<file path="config.mk">
export PLATFORM = sky130hd
export DESIGN_NAME = alu_fu_unit_flat
export DESIGN_NICKNAME = d
export VERILOG_FILES = /design/src/rtl/alu_fu_unit_pkg.sv /design/src/rtl/alu_fu_unit_if.sv /design/src/rtl/alu_fu_unit_alu_core.sv /design/src/rtl/alu_fu_unit.sv /design/src/flat_wrapper.sv
export SDC_FILE = /design/constraint.sdc
export NUM_CORES = 2
export LEC_CHECK = 0
export BUFFER_PORTS_ARGS = -buffer_cell sky130_fd_sc_hd__buf_2
export CELL_PAD_IN_SITES_DETAIL_PLACEMENT = 2
export CELL_PAD_IN_SITES_GLOBAL_PLACEMENT = 2
export CORE_MARGIN = 5
export CORE_UTILIZATION = 39
export DETAILED_ROUTE_END_ITERATION = 10
export PLACE_DENSITY = 0.81
export SYNTH_ARGS = -nofsm -noshare
export SYNTH_HDL_FRONTEND = slang
export SYNTH_SLANG_ARGS = --single-unit
</file>
<file path="constraint.sdc">
create_clock -name clk -period 11.3 [get_ports clk]
set_clock_uncertainty 0.1 [all_clocks]
set_input_delay 0.565 -clock clk [delete_from_list [all_inputs] [get_ports clk]]
set_output_delay 0.565 -clock clk [all_outputs]
set_load 0.01 [all_outputs]
</file>
<file path="src/rtl/alu_fu_unit_pkg.sv">
// Shared types for the integer ALU functional unit: widths, op encoding, control word,
// result record and FSM states.
package alu_fu_unit_pkg;

    localparam int REG_VAL_WIDTH          = 32;
    localparam int INST_ADDR_WIDTH        = 32;
    localparam int PHYSICAL_REG_NUM_WIDTH = 6;
    localparam int ROB_SIZE_WIDTH         = 5;

    typedef enum logic [4:0] {
        ADD, SUB, AND, OR, XOR, SLL, SRL, SRA, SLT, SLTU, MUL,
        BEQ, BNE, BLT, BGE, BLTU, BGEU
    } alu_op_t;

    typedef enum logic {
        src_reg2,
        src_imm
    } alu_src_t;

    typedef struct packed {
        alu_op_t  alu_op;
        alu_src_t alu_src;
        logic     is_branch_op;
    } control_t;

    typedef struct packed {
        logic [REG_VAL_WIDTH-1:0]          val;
        logic [PHYSICAL_REG_NUM_WIDTH-1:0] dst_reg_addr;
        logic [ROB_SIZE_WIDTH-1:0]         inst_tag;
        logic                              is_branch;
        logic                              taken;
        logic [INST_ADDR_WIDTH-1:0]        target;
    } fu_result_t;

    typedef enum logic {
        IDLE,
        MUL_BUSY
    } fu_state_t;

    // A MUL opcode tagged as a branch is treated as a branch, not a multiply.
    function automatic logic is_mul_op(control_t c);
        return (c.alu_op == MUL) && !c.is_branch_op;
    endfunction

endpackage

</file>
<file path="src/rtl/alu_fu_unit_if.sv">
// FU slot bundle: dispatch side (in_*) from the reservation station and result
// side (out_*) towards the CDB arbiter.
interface alu_fu_unit_if;
    import alu_fu_unit_pkg::*;

    // Handshake: an op transfers on a cycle where in_valid && in_ready; a result
    // leaves the buffer on a cycle where out_valid && out_grant.
    logic                              in_valid;
    logic                              in_ready;
    control_t                          in_control;
    logic [REG_VAL_WIDTH-1:0]          in_src1_val;
    logic [REG_VAL_WIDTH-1:0]          in_src2_val;
    logic [REG_VAL_WIDTH-1:0]          in_immediate;
    logic [INST_ADDR_WIDTH-1:0]        in_pc;
    logic [PHYSICAL_REG_NUM_WIDTH-1:0] in_dst_reg_addr;
    logic [ROB_SIZE_WIDTH-1:0]         in_inst_tag;

    logic                              out_valid;
    logic                              out_grant;
    logic [REG_VAL_WIDTH-1:0]          out_val;
    logic [PHYSICAL_REG_NUM_WIDTH-1:0] out_dst_reg_addr;
    logic [ROB_SIZE_WIDTH-1:0]         out_inst_tag;
    logic                              out_is_branch;
    logic                              out_branch_taken;
    logic [INST_ADDR_WIDTH-1:0]        out_branch_target;

    modport master (
        output in_valid, in_control, in_src1_val, in_src2_val, in_immediate,
               in_pc, in_dst_reg_addr, in_inst_tag, out_grant,
        input  in_ready, out_valid, out_val, out_dst_reg_addr, out_inst_tag,
               out_is_branch, out_branch_taken, out_branch_target
    );

    modport slave (
        input  in_valid, in_control, in_src1_val, in_src2_val, in_immediate,
               in_pc, in_dst_reg_addr, in_inst_tag, out_grant,
        output in_ready, out_valid, out_val, out_dst_reg_addr, out_inst_tag,
               out_is_branch, out_branch_taken, out_branch_target
    );

endinterface

</file>
<file path="src/rtl/alu_fu_unit_alu_core.sv">
// Combinational datapath: op + operands -> result value and branch-taken flag.
module alu_core
    import alu_fu_unit_pkg::*;
(
    input  alu_op_t                  op,
    input  logic                     is_branch,
    input  logic [REG_VAL_WIDTH-1:0] a,
    input  logic [REG_VAL_WIDTH-1:0] b,
    output logic [REG_VAL_WIDTH-1:0] val,
    output logic                     taken
);

    localparam int SHW = $clog2(REG_VAL_WIDTH);

    logic [SHW-1:0] shamt;
    logic           lt_s;
    logic           lt_u;

    assign shamt = b[SHW-1:0];
    assign lt_s  = $signed(a) < $signed(b);
    assign lt_u  = a < b;

    always_comb begin
        val   = '0;
        taken = 1'b0;
        if (is_branch) begin
            // Branches report only the condition; the value field stays zero.
            unique case (op)
                BEQ:     taken = (a == b);
                BNE:     taken = (a != b);
                BLT:     taken = lt_s;
                BGE:     taken = !lt_s;
                BLTU:    taken = lt_u;
                BGEU:    taken = !lt_u;
                default: taken = 1'b0;
            endcase
        end else begin
            unique case (op)
                ADD:     val = a + b;
                SUB:     val = a - b;
                AND:     val = a & b;
                OR:      val = a | b;
                XOR:     val = a ^ b;
                SLL:     val = a << shamt;
                SRL:     val = a >> shamt;
                SRA:     val = $signed(a) >>> shamt;
                SLT:     val = {{(REG_VAL_WIDTH-1){1'b0}}, lt_s};
                SLTU:    val = {{(REG_VAL_WIDTH-1){1'b0}}, lt_u};
                MUL:     val = a * b;
                default: val = '0;
            endcase
        end
    end

endmodule

</file>
<file path="src/rtl/alu_fu_unit.sv">
// ALU functional unit: single-cycle ALU/branch ops, multi-cycle MUL, and a
// one-entry result buffer that drains when the CDB arbiter grants it.
module alu_fu_unit
    import alu_fu_unit_pkg::*;
#(
    parameter int unsigned MUL_LATENCY = 3
) (
    input  logic          clk,
    input  logic          reset,
    alu_fu_unit_if.slave  fu,
    output fu_state_t     dbg_state
);

    localparam int CNT_W = 4;

    fu_state_t                         state, next_state;
    logic [CNT_W-1:0]                  cnt;
    logic [REG_VAL_WIDTH-1:0]          lat_a, lat_b;
    logic [PHYSICAL_REG_NUM_WIDTH-1:0] lat_dst;
    logic [ROB_SIZE_WIDTH-1:0]         lat_tag;

    fu_result_t                        out_buf, new_res;
    logic                              out_valid_q;

    logic                              buf_free, in_ready, accept, in_is_mul, load, busy;
    logic [REG_VAL_WIDTH-1:0]          op2, core_a, core_b, core_val;
    alu_op_t                           core_op;
    logic                              core_branch, core_taken;

    assign busy      = (state == MUL_BUSY);
    assign buf_free  = !out_valid_q || fu.out_grant;
    assign in_ready  = (state == IDLE) && buf_free;
    assign accept    = fu.in_valid && in_ready;
    assign in_is_mul = is_mul_op(fu.in_control);

    // Branches always compare against src2, whatever alu_src says.
    assign op2 = (fu.in_control.is_branch_op || fu.in_control.alu_src == src_reg2)
               ? fu.in_src2_val : fu.in_immediate;

    // While a MUL is in flight the core works on the latched operands.
    assign core_op     = busy ? MUL   : fu.in_control.alu_op;
    assign core_branch = busy ? 1'b0  : fu.in_control.is_branch_op;
    assign core_a      = busy ? lat_a : fu.in_src1_val;
    assign core_b      = busy ? lat_b : op2;

    alu_core u_core (
        .op        (core_op),
        .is_branch (core_branch),
        .a         (core_a),
        .b         (core_b),
        .val       (core_val),
        .taken     (core_taken)
    );

    always_comb begin
        new_res              = '0;
        new_res.val          = core_val;
        new_res.dst_reg_addr = busy ? lat_dst : fu.in_dst_reg_addr;
        new_res.inst_tag     = busy ? lat_tag : fu.in_inst_tag;
        new_res.is_branch    = core_branch;
        new_res.taken        = core_taken;
        new_res.target       = busy ? '0 : fu.in_pc + fu.in_immediate[INST_ADDR_WIDTH-1:0];
    end

    always_ff @(posedge clk) begin
        if (reset) state <= IDLE;
        else       state <= next_state;
    end

    always_comb begin
        next_state = state;
        load       = 1'b0;
        unique case (state)
            IDLE: begin
                if (accept) begin
                    load = !in_is_mul;
                    if (in_is_mul) next_state = MUL_BUSY;
                end
            end
            MUL_BUSY: begin
                // Finish only once the buffer can take the product; otherwise hold at cnt==1.
                if (cnt == CNT_W'(1) && buf_free) begin
                    load       = 1'b1;
                    next_state = IDLE;
                end
            end
            default: next_state = IDLE;
        endcase
    end

    always_ff @(posedge clk) begin
        if (reset) begin
            cnt <= '0;
        end else if (accept && in_is_mul) begin
            cnt <= CNT_W'(MUL_LATENCY - 1);
        end else if (busy) begin
            if (load)                 cnt <= '0;
            else if (cnt > CNT_W'(1)) cnt <= cnt - CNT_W'(1);
        end
    end

    always_ff @(posedge clk) begin
        if (accept && in_is_mul) begin
            lat_a   <= fu.in_src1_val;
            lat_b   <= op2;
            lat_dst <= fu.in_dst_reg_addr;
            lat_tag <= fu.in_inst_tag;
        end
    end

    always_ff @(posedge clk) begin
        if (reset) begin
            out_valid_q <= 1'b0;
            out_buf     <= '0;
        end else if (load) begin
            out_valid_q <= 1'b1;
            out_buf     <= new_res;
        end else if (fu.out_grant) begin
            out_valid_q <= 1'b0;
        end
    end

    assign fu.in_ready          = in_ready;
    assign fu.out_valid         = out_valid_q;
    assign fu.out_val           = out_buf.val;
    assign fu.out_dst_reg_addr  = out_buf.dst_reg_addr;
    assign fu.out_inst_tag      = out_buf.inst_tag;
    assign fu.out_is_branch     = out_buf.is_branch;
    assign fu.out_branch_taken  = out_buf.taken;
    assign fu.out_branch_target = out_buf.target;
    assign dbg_state            = state;

endmodule
</file>
<file path="src/flat_wrapper.sv">
// flat-port wrapper written by rule: the top's interface ports become plain ports
module alu_fu_unit_flat import alu_fu_unit_pkg::*;
#(
    parameter int unsigned MUL_LATENCY = 3
)
  (clk, reset, dbg_state, fu_in_valid, fu_in_control, fu_in_src1_val, fu_in_src2_val, fu_in_immediate, fu_in_pc, fu_in_dst_reg_addr, fu_in_inst_tag, fu_out_grant, fu_in_ready, fu_out_valid, fu_out_val, fu_out_dst_reg_addr, fu_out_inst_tag, fu_out_is_branch, fu_out_branch_taken, fu_out_branch_target);
  alu_fu_unit_if fu_i ();
  input  logic clk;
  input  logic reset;
  output fu_state_t dbg_state;
  input wire logic [$bits(fu_i.in_valid)-1:0] fu_in_valid;
  input wire logic [$bits(fu_i.in_control)-1:0] fu_in_control;
  input wire logic [$bits(fu_i.in_src1_val)-1:0] fu_in_src1_val;
  input wire logic [$bits(fu_i.in_src2_val)-1:0] fu_in_src2_val;
  input wire logic [$bits(fu_i.in_immediate)-1:0] fu_in_immediate;
  input wire logic [$bits(fu_i.in_pc)-1:0] fu_in_pc;
  input wire logic [$bits(fu_i.in_dst_reg_addr)-1:0] fu_in_dst_reg_addr;
  input wire logic [$bits(fu_i.in_inst_tag)-1:0] fu_in_inst_tag;
  input wire logic [$bits(fu_i.out_grant)-1:0] fu_out_grant;
  output wire logic [$bits(fu_i.in_ready)-1:0] fu_in_ready;
  output wire logic [$bits(fu_i.out_valid)-1:0] fu_out_valid;
  output wire logic [$bits(fu_i.out_val)-1:0] fu_out_val;
  output wire logic [$bits(fu_i.out_dst_reg_addr)-1:0] fu_out_dst_reg_addr;
  output wire logic [$bits(fu_i.out_inst_tag)-1:0] fu_out_inst_tag;
  output wire logic [$bits(fu_i.out_is_branch)-1:0] fu_out_is_branch;
  output wire logic [$bits(fu_i.out_branch_taken)-1:0] fu_out_branch_taken;
  output wire logic [$bits(fu_i.out_branch_target)-1:0] fu_out_branch_target;
  assign fu_i.in_valid = fu_in_valid;
  assign fu_i.in_control = fu_in_control;
  assign fu_i.in_src1_val = fu_in_src1_val;
  assign fu_i.in_src2_val = fu_in_src2_val;
  assign fu_i.in_immediate = fu_in_immediate;
  assign fu_i.in_pc = fu_in_pc;
  assign fu_i.in_dst_reg_addr = fu_in_dst_reg_addr;
  assign fu_i.in_inst_tag = fu_in_inst_tag;
  assign fu_i.out_grant = fu_out_grant;
  assign fu_in_ready = fu_i.in_ready;
  assign fu_out_valid = fu_i.out_valid;
  assign fu_out_val = fu_i.out_val;
  assign fu_out_dst_reg_addr = fu_i.out_dst_reg_addr;
  assign fu_out_inst_tag = fu_i.out_inst_tag;
  assign fu_out_is_branch = fu_i.out_is_branch;
  assign fu_out_branch_taken = fu_i.out_branch_taken;
  assign fu_out_branch_target = fu_i.out_branch_target;
  alu_fu_unit #(.MUL_LATENCY(MUL_LATENCY)) u_core (.clk(clk), .reset(reset), .fu(fu_i), .dbg_state(dbg_state));
endmodule
</file>
==> results.sh <==
export IMPL_dp_cells=4896
export IMPL_via_per_inst=6.38
export IMPL_root_buffer="clkbuf_16"
export IMPL_synthCells=3747
export IMPL_ys_warn_count=0
export IMPL_cts_tree="yes"
export IMPL_grt_first_pass_wirelength_mm=238
export IMPL_wl_met2_mm=77.2
export IMPL_yosys_register_bits=158
export IMPL_vias=31600
export IMPL_final_hold_viol_count=0
export IMPL_rows=103
export IMPL_timing_slew_headroom_pct=6.89
export IMPL_wl_per_cell_um=34.3
export IMPL_synthFlopType="dfxtp_1"
export IMPL_min_period_ps=10030
export IMPL_post_cts_buffers=0
export IMPL_outcome="finished clean"
export IMPL_holdPathStages=1
export IMPL_fin_nets=4679
export IMPL_cts_repair_resized=0
export IMPL_slew_viol_final=0
export IMPL_synth_edf_count=75
export IMPL_routabilityCongestion=0.995
export IMPL_fin_hold_ws_ps=170
export IMPL_final_cells=4960
export IMPL_die_x_um=293
export IMPL_rsz0062_at_grt="no"
export IMPL_regArea_sq_um=3920
export IMPL_worst_slew_pin_transition_ps=1400
export IMPL_wl_met3_mm=15.5
export IMPL_grt_max_degree=67
export IMPL_cts_hold_buf=0
export IMPL_grt_overflow_total=0
export IMPL_routed_wl_mm=170
export IMPL_ant_nets=0
export IMPL_ios=230
export IMPL_core_sq_um=79300
export IMPL_min_to="u_core.lat_a[8]"
export IMPL_min_path_type="in -> reg"
export IMPL_clkLatencyLatePin_ps=490
export IMPL_rrSetupSlack_ps=1270
export IMPL_numCtsBuffers=17
export IMPL_drt_initial_drc_count=3081
export IMPL_dp_hpwl_mm=124
export IMPL_drive_above_1_share_pct=12.2
export IMPL_routed_top_layer="met5"
export IMPL_r2r_end="u_core.fu.out_val[31]"
export IMPL_setup_violations=0
export IMPL_yosys_cell_count_top_type="nor2_1"
export IMPL_synth_cell_types=93
export IMPL_synth_commonest_cells="nor2_1 (524), inv_1 (474), fa_1 (411)"
export IMPL_ys_async_sr_fraction_pct=0
export IMPL_grt_pass1_vias=34700
export IMPL_area_growth_pct=9.28
export IMPL_synth_fp_nets=4561
export IMPL_die_area_sq_um=85900
export IMPL_htree_levels=4
export IMPL_min_period_over_period_pct=88.8
export IMPL_critPathKind="reg -> reg"
export IMPL_max_cap_violations=0
export IMPL_worstHoldStart="fu_in_src1_val[8]"
export IMPL_r2r_start="u_core.dbg_state"
export IMPL_yosys_area_top_type="fa_1"
export IMPL_synth_area_leaders="fa_1 (26%), ha_1 (10%), edfxtp_1 (7.2%)"
export IMPL_required_ps=11590
export IMPL_clk_pin_slew_ps=90
export IMPL_fp_dieH_um=293
export IMPL_worstPathArrival_ps=10320
export IMPL_port_buffers=229
export IMPL_clock_fmax_mhz=99.7
export IMPL_cts_sinks=158
export IMPL_fillers=8904
export IMPL_drtPass1Iterations=6
export IMPL_critPathMaxFanout=66
export IMPL_drc=0
export IMPL_antenna_found_initial=32
export IMPL_ys_seq_area_share_pct=12.5
export IMPL_cp_end_kind="register"
export IMPL_grt_total_usage_pct=37.3
export IMPL_avgSynthCellArea_sq_um=8.34
export IMPL_multi_input_area_sq_um=24600
export IMPL_wl_met1_mm=62.8
export IMPL_ff2ff_path_depth=23
export IMPL_synth_top_area_share_pct=26.3
export IMPL_setup_tns_ps=0
export IMPL_clock_path_buffers=2
export IMPL_worst_setup_path_start_kind="register"
export IMPL_syn_area_sq_um=31300
export IMPL_pre_cts_slack_ps=1500
export IMPL_start_util_pct=39.4
export IMPL_final_setup_worst_slack_ps=1270
==> placed cells by master, fill, tap and decap left out, types with 39 or more instances in the layout <==
master / count
a211oi_1: 50
a21o_1: 41
a21oi_1: 184
a22oi_1: 49
buf_2: 229
buf_4: 78
dfxtp_1: 82
edfxtp_1: 75
fa_1: 411
ha_1: 253
inv_1: 472
mux2_2: 64
mux2i_1: 87
nand2_1: 374
nand3_1: 39
nor2_1: 519
nor3_1: 52
o21ai_0: 179
xnor2_1: 106
==> state kept, by name, summed over array words and instances, names as in the netlist, 4 cells and up <==
register                     count
u_core.fu.out_inst_tag           5
u_core.lat_tag                   5
u_core.cnt                       4
u_core.lat_dst                   6
u_core.fu.out_branch_target     32
u_core.fu.out_dst_reg_addr       6
u_core.fu.out_val               32
u_core.lat_b                    32
u_core.lat_a                    32
==> layout make-up <==
class                      instances  share of cell area (%)
tap                             1050                    3.85
multi-input combinational       2883                    72.1
inverter                         498                    5.50
clock buffer                      17                    1.25
antenna                           32                   0.234
clock inverter                    15                   0.550
sequential                       158                    11.5
timing repair buffer             307                    5.07
==> worst max path at each step <==
stage                     depth (start not counted)        startpoint                     to
final                                            23  u_core.dbg_state  u_core.fu.out_val[31]
after global routing                             23  u_core.dbg_state  u_core.fu.out_val[30]
after CTS                                        24  u_core.dbg_state  u_core.fu.out_val[31]
after detailed placement                         30  fu_in_control[0]  u_core.fu.out_val[22]
after global placement                           31  fu_in_control[0]  u_core.fu.out_val[23]
after floorplan                                  33  fu_in_control[0]  u_core.fu.out_val[31]
==> kinds of logic after synthesis <==
kind of cell | after synthesis | synth area share (%)
mux | 179 | 6.53
flops | 158 | 12.5
buf+inv | 706 | 8.96
xor+xnor | 131 | 3.89
compound gates | 800 | 16.8
fa+ha+maj | 664 | 36.5
simple gates | 1109 | 14.8
==> per-layer routing <==
| layer | GRT usage [%] | up-vias |
|---|---|---|
| li1 | - | 12800 |
| met1 | 44.7 | 16300 |
| met2 | 60.6 | 1902 |
| met3 | 8.01 | 665 |
| met4 | 24.6 | 2 |
| met5 | 0 | - |
==> per-stage QoR <==
stage / utilization (%) / cell area, sq um
after floorplan: - / 31300
after global placement: 42.2 / 33500
after detailed placement: 42.2 / 33500
after CTS: 43.0 / 34100
after global routing: 43.1 / 34100
final: 43.1 / 34200
==> worst max-delay path, cell delays in order (launching register included) <==
cell     delay [ps]
dfxtp_4         990
inv_2           620
mux2i_4        1000
inv_1           290
ha_1            470
fa_1            600
inv_1            90
fa_1            560
fa_1            460
fa_1            510
fa_1            600
fa_1            450
fa_1            480
fa_1            410
xnor2_1         270
xnor2_1         150
xnor2_1         300
xnor2_1         200
xnor2_1         170
xnor3_1         270
xnor3_1         410
xnor2_1         190
nor2_1           60
o221a_1         230
Power is left out: the tool's default activity adds up to more than one toggle a clock period on the data nets, which glitch-free logic cannot reach.
